### src/rtl/i2c_write_sequencer.sv
// Register-write sequencer feeding the I2C byte controller: START, {DevAddr,W}, RegAddr, WrData, STOP.
// Optional watchdog on the controller's Completed pulse is enabled by defining I2C_SEQ_TIMEOUT_EN.
module i2c_write_sequencer #(
  parameter int STOP_SETTLE = 4
`ifdef I2C_SEQ_TIMEOUT_EN
  ,
  parameter int TIMEOUT = 512
`endif
) (
  input  logic       i_clk,
  input  logic       i_rst,
  input  logic       i_start,
  input  logic [6:0] i_dev_addr,
  input  logic [7:0] i_reg_addr,
  input  logic [7:0] i_wr_data,
  input  logic       i_completed,
  output logic [1:0] o_op,
  output logic [7:0] o_data,
  output logic       o_busy,
  output logic       o_done,
  output logic       o_error,
  output logic [2:0] o_state
);

  typedef enum logic [2:0] {
    S_IDLE   = 3'd0,
    S_LAUNCH = 3'd1,
    S_ADDR   = 3'd2,
    S_REG    = 3'd3,
    S_DATA   = 3'd4,
    S_STOP   = 3'd5,
    S_DONE   = 3'd6
  } state_t;

  localparam logic [1:0] OP_STOP     = 2'd0;
  localparam logic [1:0] OP_START    = 2'd1;
  localparam logic [1:0] OP_CONTINUE = 2'd2;

  localparam int SW = (STOP_SETTLE > 1) ? $clog2(STOP_SETTLE) : 1;
  localparam logic [SW-1:0] SETTLE_LOAD = SW'(STOP_SETTLE - 1);

  state_t          r_state;
  logic [1:0]      r_op;
  logic [7:0]      r_data;
  logic            r_busy;
  logic            r_done;
  logic [7:0]      r_reg_addr;
  logic [7:0]      r_wr_data;
  logic [SW-1:0]   r_settle;

`ifdef I2C_SEQ_TIMEOUT_EN
  localparam int WW = $clog2(TIMEOUT + 1);
  localparam logic [WW-1:0] WD_LAST = WW'(TIMEOUT - 1);
  logic [WW-1:0]   r_wdog;
  logic            r_error;
  assign o_error = r_error;
`else
  assign o_error = 1'b0;
`endif

  // Handshake: a byte is launched when Data changes and is finished by a one-cycle
  // i_completed pulse; the next Op/Data are registered on that same edge.
  always_ff @(posedge i_clk) begin
    if (i_rst) begin
      r_state    <= S_IDLE;
      r_op       <= OP_STOP;
      r_data     <= 8'h00;
      r_busy     <= 1'b0;
      r_done     <= 1'b0;
      r_reg_addr <= 8'h00;
      r_wr_data  <= 8'h00;
      r_settle   <= '0;
`ifdef I2C_SEQ_TIMEOUT_EN
      r_wdog     <= '0;
      r_error    <= 1'b0;
`endif
    end else begin
      r_done <= 1'b0;
      case (r_state)
        S_IDLE: begin
          if (i_start) begin
            r_reg_addr <= i_reg_addr;
            r_wr_data  <= i_wr_data;
            r_op       <= OP_START;
            r_data     <= {i_dev_addr, 1'b0};
            r_busy     <= 1'b1;
            r_state    <= S_LAUNCH;
`ifdef I2C_SEQ_TIMEOUT_EN
            r_error    <= 1'b0;
`endif
          end
        end
        S_LAUNCH: begin
          r_op    <= OP_CONTINUE;
          r_state <= S_ADDR;
`ifdef I2C_SEQ_TIMEOUT_EN
          r_wdog  <= '0;
`endif
        end
        S_ADDR, S_REG, S_DATA: begin
          if (i_completed) begin
`ifdef I2C_SEQ_TIMEOUT_EN
            r_wdog <= '0;
`endif
            case (r_state)
              S_ADDR: begin
                r_data  <= r_reg_addr;
                r_state <= S_REG;
              end
              S_REG: begin
                r_data  <= r_wr_data;
                r_state <= S_DATA;
              end
              default: begin
                r_op     <= OP_STOP;
                r_data   <= 8'h00;
                r_settle <= SETTLE_LOAD;
                r_state  <= S_STOP;
              end
            endcase
          end
`ifdef I2C_SEQ_TIMEOUT_EN
          else if (r_wdog == WD_LAST) begin
            r_error  <= 1'b1;
            r_op     <= OP_STOP;
            r_data   <= 8'h00;
            r_settle <= SETTLE_LOAD;
            r_state  <= S_STOP;
          end else begin
            r_wdog <= r_wdog + WW'(1);
          end
`endif
        end
        // Op must stay STOP here so the controller's STOP_2 phase does not see RESTART.
        S_STOP: begin
          if (r_settle == '0) begin
            r_done  <= 1'b1;
            r_state <= S_DONE;
          end else begin
            r_settle <= r_settle - SW'(1);
          end
        end
        S_DONE: begin
          r_busy  <= 1'b0;
          r_state <= S_IDLE;
        end
        default: r_state <= S_IDLE;
      endcase
    end
  end

  assign o_op    = r_op;
  assign o_data  = r_data;
  assign o_busy  = r_busy;
  assign o_done  = r_done;
  assign o_state = r_state;

endmodule

### config.mk
export PLATFORM = sky130hd
export DESIGN_NAME = i2c_write_sequencer
export DESIGN_NICKNAME = d
export VERILOG_FILES = /design/src/rtl/i2c_write_sequencer.sv
export SDC_FILE = /design/constraint.sdc
export NUM_CORES = 1
export LEC_CHECK = 0
export CAP_MARGIN = 20
export CELL_PAD_IN_SITES_DETAIL_PLACEMENT = 1
export CELL_PAD_IN_SITES_GLOBAL_PLACEMENT = 2
export CORE_AREA = 2 2 80 82
export DETAILED_ROUTE_END_ITERATION = 16
export DIE_AREA = 0 0 82 84
export PLACE_DENSITY_LB_ADDON = 0.1
export SKIP_LAST_GASP = 1
export SLEW_MARGIN = 0
export SYNTH_ARGS = -nofsm -noshare
export SYNTH_HDL_FRONTEND = slang
export SYNTH_SLANG_ARGS = --single-unit
### constraint.sdc
create_clock -name i_clk -period 3 [get_ports i_clk]
set_clock_uncertainty 0.15 [all_clocks]
set_input_delay 0.6 -clock i_clk [delete_from_list [all_inputs] [get_ports i_clk]]
set_output_delay 0.6 -clock i_clk [all_outputs]
set_load 0.02 [all_outputs]
; ---- Word-level counts from Yosys, hierarchy flattened
; Cells that the tools add are included.
[word_totals]
ff_bits = 33
elab_cells = 56
[classes]
add_sub_neg = 1
n_eq_ne = 11
n_mux = 20
n_bitwise = 1
n_reduce_logical = 15
[op_table]
columns = op, n
row1 = $pmux W8 S2, 2
row2 = $mux W8, 2
row3 = $mux W2, 6
row4 = $pmux W3 S4, 1
row5 = $ne A2 B2 Y1 const B, 5
row6 = $eq A3 B3 Y1 const B, 3
row7 = $mux W3, 3
row8 = $reduce_and A4 Y1, 2
row9 = $eq A3 B2 Y1 const B, 2
row10 = $pmux W2 S3, 1
row11 = $pmux W3 S2, 1
row12 = $reduce_and A3 Y1, 2
row13 = $reduce_bool A2 Y1, 3
row14 = $pmux W2 S2, 1
row15 = $reduce_and A2 Y1, 2
row16 = $reduce_or A2 Y1, 2
row17 = $eq A3 B1 Y1 const B, 1
row18 = $logic_not A3 Y1, 1
row19 = $reduce_bool A3 Y1, 1
row20 = $reduce_or A3 Y1, 1
row21 = $logic_not A2 Y1, 1
row22 = $mux W1, 2
row23 = $pmux W1 S2, 1
row24 = $sub A2 B1 Y2 const B, 1
row25 = $not A1 Y1, 1

; ---- Depth between registers and ports, before layout
; Gate-level depths: netlist of run 1.
[depth]
word_depth = 5
depth_mapped = 6
ltp_nobuf = 6

; ---- Least setup slack after synthesis of run 1
; No wires, ideal clock.
[synth_timing]
path_kind = input -> register
startpoint = input i_completed
endpoint = register r_data[3], in the netlist o_data[3]
t_arrival_ns = 1.519
t_required_ns = 2.718
setup_slack_ns = 1.199
cell_stages = 6
path_buffers = 2
cell_sequence = buf_6 mux2_4 a22oi_4 buf_6 a221o_1 a21oi_1
[synth_via]
elab_chain_cells = 2
[synth_rtl]
columns = item, line_no
row1 = start: declaration, 16  ; input logic i_completed,
row2 = $ne A2 B2 Y1 (no line), --
row3 = $reduce_and A3 Y1 (no line), --
row4 = end signal: assignment, 85  ; r_data <= {i_dev_addr, 1'b0};
row5 = end signal: assignment, 107  ; r_data <= r_reg_addr;
row6 = end signal: assignment, 111  ; r_data <= r_wr_data;
row7 = end: declaration, 44  ; logic [7:0] r_data;
; Every way passes these cells.
; A chain may end at the register's enable or synchronous reset.

; ---- Worst setup path in the final report of run 1
[layout_timing]
startpoint = register r_state[2], in the netlist o_state[2]
endpoint = output o_state[2]
[layout_rtl]
columns = item, line_no
row1 = start: declaration, 42  ; state_t r_state;
row2 = start signal: assignment, 65  ; r_state <= S_IDLE;
row3 = start signal: assignment, 87  ; r_state <= S_LAUNCH;
row4 = start signal: assignment, 95  ; r_state <= S_ADDR;
row5 = end: declaration, 22  ; output logic [2:0] o_state
; No word-level cell between the ends.

==> flow_summary.yaml, run 1 <==
run_status:
  status: "complete, no violations"
clock_network:
  cts.reportedPaths.clkPinSlew_ns: 0.07
  post_cts_buffers: 0
  clk_latency_ns: 0.28
  cts_resized: 0
  cts_sinks: 33
  cts_hold_buf: 0
  cts_tree: "built"
  cts-root-buf: "clkbuf_8"
  cts_made_buffers: 5
  cts_buffer_depth: 2
  htreeDepth: 2
hold_path:
  hp-start: "r_reg_addr[0]$_SDFFE_PP0P_"
  holdPathStages: 2
  min_to: "r_reg_addr[0]$_SDFFE_PP0P_"
  hold_class: "flop to flop"
sta:
  hold_viol_final: 0
  min_period_ns: 2.38
  timing.final.ws_setup_ns: 0.624
  tightest_slew_ns: 0.797
  fmax_mhz: 421
  setup_tns_ns: 0
  setup_violations: 0
  rsz0062_at_grt: "false"
  whs_ns: 0.304
  finalMaxSlewViolations: 0
  maxSlewHeadroom_pct: 46.7
  finalCritPeriodShare_pct: 79.2
critical_path:
  reg2reg_from: "o_state[2]$_SDFFE_PP0P_"
  slowest_stage: "clkdlybuf4s50_1"
  worstSetupPathType: "flop to primary output"
  worstPathRequired_ns: 2.25
  rr_endpoint: "o_data[1]$_SDFFE_PP0P_"
  critical_path.top_delay_family: "buffers and inverters"
  cp.arrival_ns: 1.63
  ff2ff_path_depth: 4
  path_buf_inv: 1
  crit_chain: "clkdlybuf4s50_1"
  r2r_setup_slack_ns: 1.05
  slowest_delay_ns: 0.70
  startpoint_type: "flop"
  crit_fanout: 15
  end_kind: "primary output"
die:
  die_h_um: 84
  dieWidth_um: 82
  rows: 29
  core_sq_mm: 0.00610
  die-area_sq_mm: 0.00689
  num_io_pins: 43
  start_util_pct: 25.9
drt:
  via_count: 1449
  dr.first_iter.drc_count: 64
  vias_per_cell: 4.72
  drtPass1Iterations: 4
  routed_wl_um: 4460
  antenna_left: 0
  wl_per_cell_um: 14.5
  drc: 0
cells_and_area:
  layout-drive-gt1-share_pct: 8.26
  design_area_sq_mm: 0.00209
  fill_cells: 747
  area_growth_pct: 32.4
  antenna_cells: 0
  final_nets: 257
global_routing:
  grt-ovfl-total: 0
  grt_pass1_vias: 1476
  grt_start_max_net_pins: 24
  antenna_found_initial: 0
  grt_usage_pct: 13.7
  grt_pass1_wl_um: 7220
synthesis:
  netlist_area_sq_mm: 0.00158
  ys_warn_count: 0
  syn-num-nets: 221
  synth_edf_count: 0
  synth_seq_cells: 33
  ys.flop_type: "dfxtp_1"
  synth.yosys.seq_area_share_pct: 41.9
  avgSynthCellArea_sq_um: 8.17
  synth_cell_types: 31
  ys_async_sr_fraction_pct: 0
  synthCells: 193
placed_design:
  port_buffers: 41
  placed_cell_area_sq_mm: 0.00201
  dp.final_hpwl_um: 3250
  gp_congestion: 0.710
  preCtsSetupSlack_ns: 0.476
run:
  drv_cap: 0
power:
  power_density_mw_per_mm2: 534
  power.leakage_nw: 0.772
  vdd.ir_drop.worst_uv: 208
==> metrics by stage <==
step           utilization, %  total power, mW  std cells
6_report                 34.3             1.11        307
3_3_place_gp             32.9            0.795        299
2_1_floorplan               -            0.698        193
4_1_cts                  34.3             1.14        307
5_1_grt                  34.3             1.19        307
3_5_place_dp             32.9            0.807        299
==> flip-flops by register name, indices dropped and copies added (netlist names) <==
name,count
o_data,8
o_state,3
o_busy,1
o_op,2
r_settle,2
r_reg_addr,8
r_wr_data,8
o_done,1
==> cell usage after synthesis, drive strengths merged (3+ instances only) <==
| master | instances | area (sq um) |
|---|---|---|
| mux2i | 8 | 80.1 |
| clkbuf | 5 | 18.8 |
| nor2b | 3 | 18.8 |
| buf | 12 | 97.6 |
| nor3 | 3 | 20.0 |
| nand2 | 50 | 188 |
| a21oi | 39 | 199 |
| a221o | 7 | 70.1 |
| nand2b | 6 | 37.5 |
| inv | 4 | 15.0 |
| dfxtp | 33 | 661 |
| nor2 | 8 | 32.5 |
==> final cells by class <==
class                      instances  area, sq um  share of cell area [%]
multi-input combinational        139          786                    37.6
tap                               77         96.3                    4.61
clock inverter                     2         10.0                   0.479
inverter                           4         15.0                   0.719
clock buffer                       6         72.6                    3.48
sequential                        33          661                    31.6
timing repair buffer              46          448                    21.5
==> cells by family (layout without fill, tap and decap cells) <==
| kind of cell | after synthesis | in the layout | share of synthesized area [%] |
|---|---|---|---|
| and+or+nand+nor | 72 | 72 | 19.7 |
| DFF | 33 | 33 | 41.9 |
| AOI/OAI and AO/OA | 55 | 55 | 22.3 |
| buffers and inverters | 21 | 58 | 8.33 |
| other | 1 | 1 | 0.238 |
| adders and majority gates | 1 | 1 | 0.793 |
| muxes | 10 | 10 | 6.74 |
==> power by group <==
| part | switching (mW) | internal, mW |
|---|---|---|
| clock | 0.161 | 0.161 |
| sequential | 0.0211 | 0.476 |
| combinational | 0.158 | 0.137 |
| total | 0.340 | 0.774 |
==> worst max path at each step <==
stage | depth (start not counted) | slack, ns | endpoint | from
after CTS | 1 | 0.60 | o_state[2] | o_state[2]$_SDFFE_PP0P_
after floorplan | 6 | 1.20 | o_data[3]$_SDFFE_PP0P_ | i_completed
after detailed placement | 5 | 0.48 | o_data[1]$_SDFFE_PP0P_ | i_completed
final | 1 | 0.62 | o_state[2] | o_state[2]$_SDFFE_PP0P_
after global routing | 1 | 0.52 | o_state[2] | o_state[2]$_SDFFE_PP0P_
after global placement | 5 | 0.54 | o_data[4]$_SDFFE_PP0P_ | i_completed
==> worst min-delay path, cell delays in order (launching register included) <==
cell	delay, ns
dfxtp_1	0.31
nand2_1	0.05
a21oi_1	0.05
==> cells in the final DEF, fill, tap and decap left out, drive strengths merged, types with 3 or more instances in the layout <==
cell type,synthesis,layout
nand2,50,50
clkdlybuf4s50,0,41
a21oi,39,39
dfxtp,33,33
mux2i,8,8
nor2,8,8
a221o,7,7
nand2b,6,6
clkbuf,5,6
buf,12,5
inv,4,4
nor2b,3,3
nor3,3,3
==> per-layer routing <==
layer / share of wire, % / vias up / GRT usage (%) / wire [um]
li1: - / 728 / - / -
met1: 49 / 689 / 18.4 / 2190
met2: 47 / 28 / 21.7 / 2080
met3: 3.3 / 4 / 3.57 / 147
met4: 1.1 / 0 / 3.18 / 48
met5: 0 / - / 0 / 0
Note: power is estimated with default switching activity, not from simulation.
==> inputs of run 2 (changes only) <==
--- a/config.mk
+++ b/config.mk
@@ -8,9 +8,9 @@
 export CAP_MARGIN = 20
 export CELL_PAD_IN_SITES_DETAIL_PLACEMENT = 1
 export CELL_PAD_IN_SITES_GLOBAL_PLACEMENT = 2
-export CORE_AREA = 2 2 80 82
+export CORE_AREA = 2 2 85 87
 export DETAILED_ROUTE_END_ITERATION = 16
-export DIE_AREA = 0 0 82 84
+export DIE_AREA = 0 0 87 89
 export PLACE_DENSITY_LB_ADDON = 0.1
 export SKIP_LAST_GASP = 1
 export SLEW_MARGIN = 0
==> constraint.sdc (replaced) <==
create_clock -name i_clk -period 2.1 [get_ports i_clk]
set_clock_uncertainty 0.15 [all_clocks]
set_input_delay 0.42 -clock i_clk [delete_from_list [all_inputs] [get_ports i_clk]]
set_output_delay 0.42 -clock i_clk [all_outputs]
set_load 0.02 [all_outputs]
==> flow_summary.yaml, run 2 (same netlist as run 1, synthesis figures left out) <==
cells_and_area:
  final_cell_mix: "50 x nand2_1, 41 x clkdlybuf4s50_1, 38 x a21oi_1"
  final_nets: 265
  area_growth_pct: 37.3
  fin_util_pct: 32.2
  layout-drive-gt1-share_pct: 11.8
  layout_commonest_cell: "nand2_1"
  design_area_sq_mm: 0.00217
  antenna_cells: 0
die:
  start_util_pct: 23.5
  die-area_sq_mm: 0.00774
  core_sq_mm: 0.00672
  num_io_pins: 43
  dieWidth_um: 87
  rows: 30
  die_h_um: 89
global_routing:
  grt_start_max_net_pins: 18
  antenna_found_initial: 0
  grt_pass1_wl_um: 7100
  grt_pass1_vias: 1480
  grt_usage_pct: 11.8
  grt-ovfl-total: 0
hold_path:
  hold_class: "flop to flop"
clock_network:
  cts-root-buf: "clkbuf_8"
  cts_buffer_depth: 2
  htreeDepth: 2
  cts.reportedPaths.clkPinSlew_ns: 0.07
  clk_latency_ns: 0.28
  cts_made_buffers: 5
  cts_hold_buf: 0
  cts_tree: "built"
  cts_sinks: 33
run_status:
  status: "complete, no violations"
run:
  drv_cap: 0
critical_path:
  r2r_setup_slack_ns: 0.34
  end_kind: "primary output"
  path_buf_inv: 1
  cp.arrival_ns: 1.33
  slowest_delay_ns: 0.63
  slowest_stage: "clkdlybuf4s50_1"
  crit_fanout: 10
  critical_path.top_delay_family: "buffers and inverters"
  worstSetupPathType: "flop to primary output"
  worstPathRequired_ns: 1.53
  crit_chain: "clkdlybuf4s50_1"
  startpoint_type: "flop"
placed_design:
  dp.final_hpwl_um: 3320
  gp_congestion: 0.727
  placed_cell_area_sq_mm: 0.00208
  port_buffers: 41
drt:
  wl_met3_um: 180
  wl_per_cell_um: 13.8
  antenna_left: 0
  top_layer: "met4"
  drt-met1-wl_um: 2090
  routed_wl_um: 4400
  drc: 0
  wl_met2_um: 2100
  vias_per_cell: 4.56
  dr.first_iter.drc_count: 38
  drtPass1Iterations: 4
  via_count: 1449
sta:
  setup_violations: 0
  min_period_ns: 1.90
  finalCritPeriodShare_pct: 90.5
  fmax_mhz: 526
  whs_ns: 0.310
  finalMaxSlewViolations: 0
  hold_viol_final: 0
  rsz0062_at_grt: "false"
power:
  power_density_mw_per_mm2: 751
  power.leakage_nw: 0.816
  vdd.ir_drop.worst_uv: 211
## run 2: cell types whose count changed in the layout (fill, tap and decap cells not counted)
cell     delta
dfxtp_2     +1
buf_12      +1
buf_4       +7
dfxtp_1     -1
## run 2: final cells by class
cell class	instances	area [sq um]
fill	797	4550
multi-input combinational	139	786
sequential	33	662
timing repair buffer	54	520
tap	80	100
clock buffer	6	72.6
inverter	4	15.0
clock inverter	2	10.0
## run 2: repair_timing
| action | CTS | global route |
|---|---|---|
| setup endpoints to repair | 0 | 1 |
| gates resized for setup | 0 | 1 |
| buffers inserted | 0 | 0 |
## run 2: metal layers
metal	global-route usage (%)	up-vias
li1	-	741
met1	15.0	675
met2	20.1	29
met3	2.68	4
met4	3.41	0
met5	0	-
## run 2: where the power goes
| group | switching [mW] | internal, mW | leakage (nW) | total (mW) |
|---|---|---|---|---|
| Sequential | 0.0312 | 0.680 | 0.271 | 0.712 |
| Clock | 0.238 | 0.230 | 0.0450 | 0.468 |
| Combinational | 0.227 | 0.220 | 0.500 | 0.447 |
| Total | 0.496 | 1.13 | 0.816 | 1.63 |
## run 2: per-stage QoR
stage	setup WS, ns	setup TNS, ns	power, mW	cells
final	0.199	0	1.63	318
after global routing	0.137	0	1.73	318
after CTS	0.0506	0	1.66	318
after detailed placement	-0.000217	-0.000217	1.18	310
after global placement	0.0266	0	1.17	310
after floorplan	0.445	0	0.998	193
## run 2: worst paths after layout
path / from / endpoint / cells past startpoint
max: o_state[2]$_SDFFE_PP0P_ / o_state[2] / 1
min: r_wr_data[1]$_SDFFE_PP0P_ / r_wr_data[1]$_SDFFE_PP0P_ / 2
max reg2reg: o_state[1]$_SDFFE_PP0P_ / o_data[5]$_SDFFE_PP0P_ / 5
min reg2reg: r_wr_data[1]$_SDFFE_PP0P_ / r_wr_data[1]$_SDFFE_PP0P_ / 2
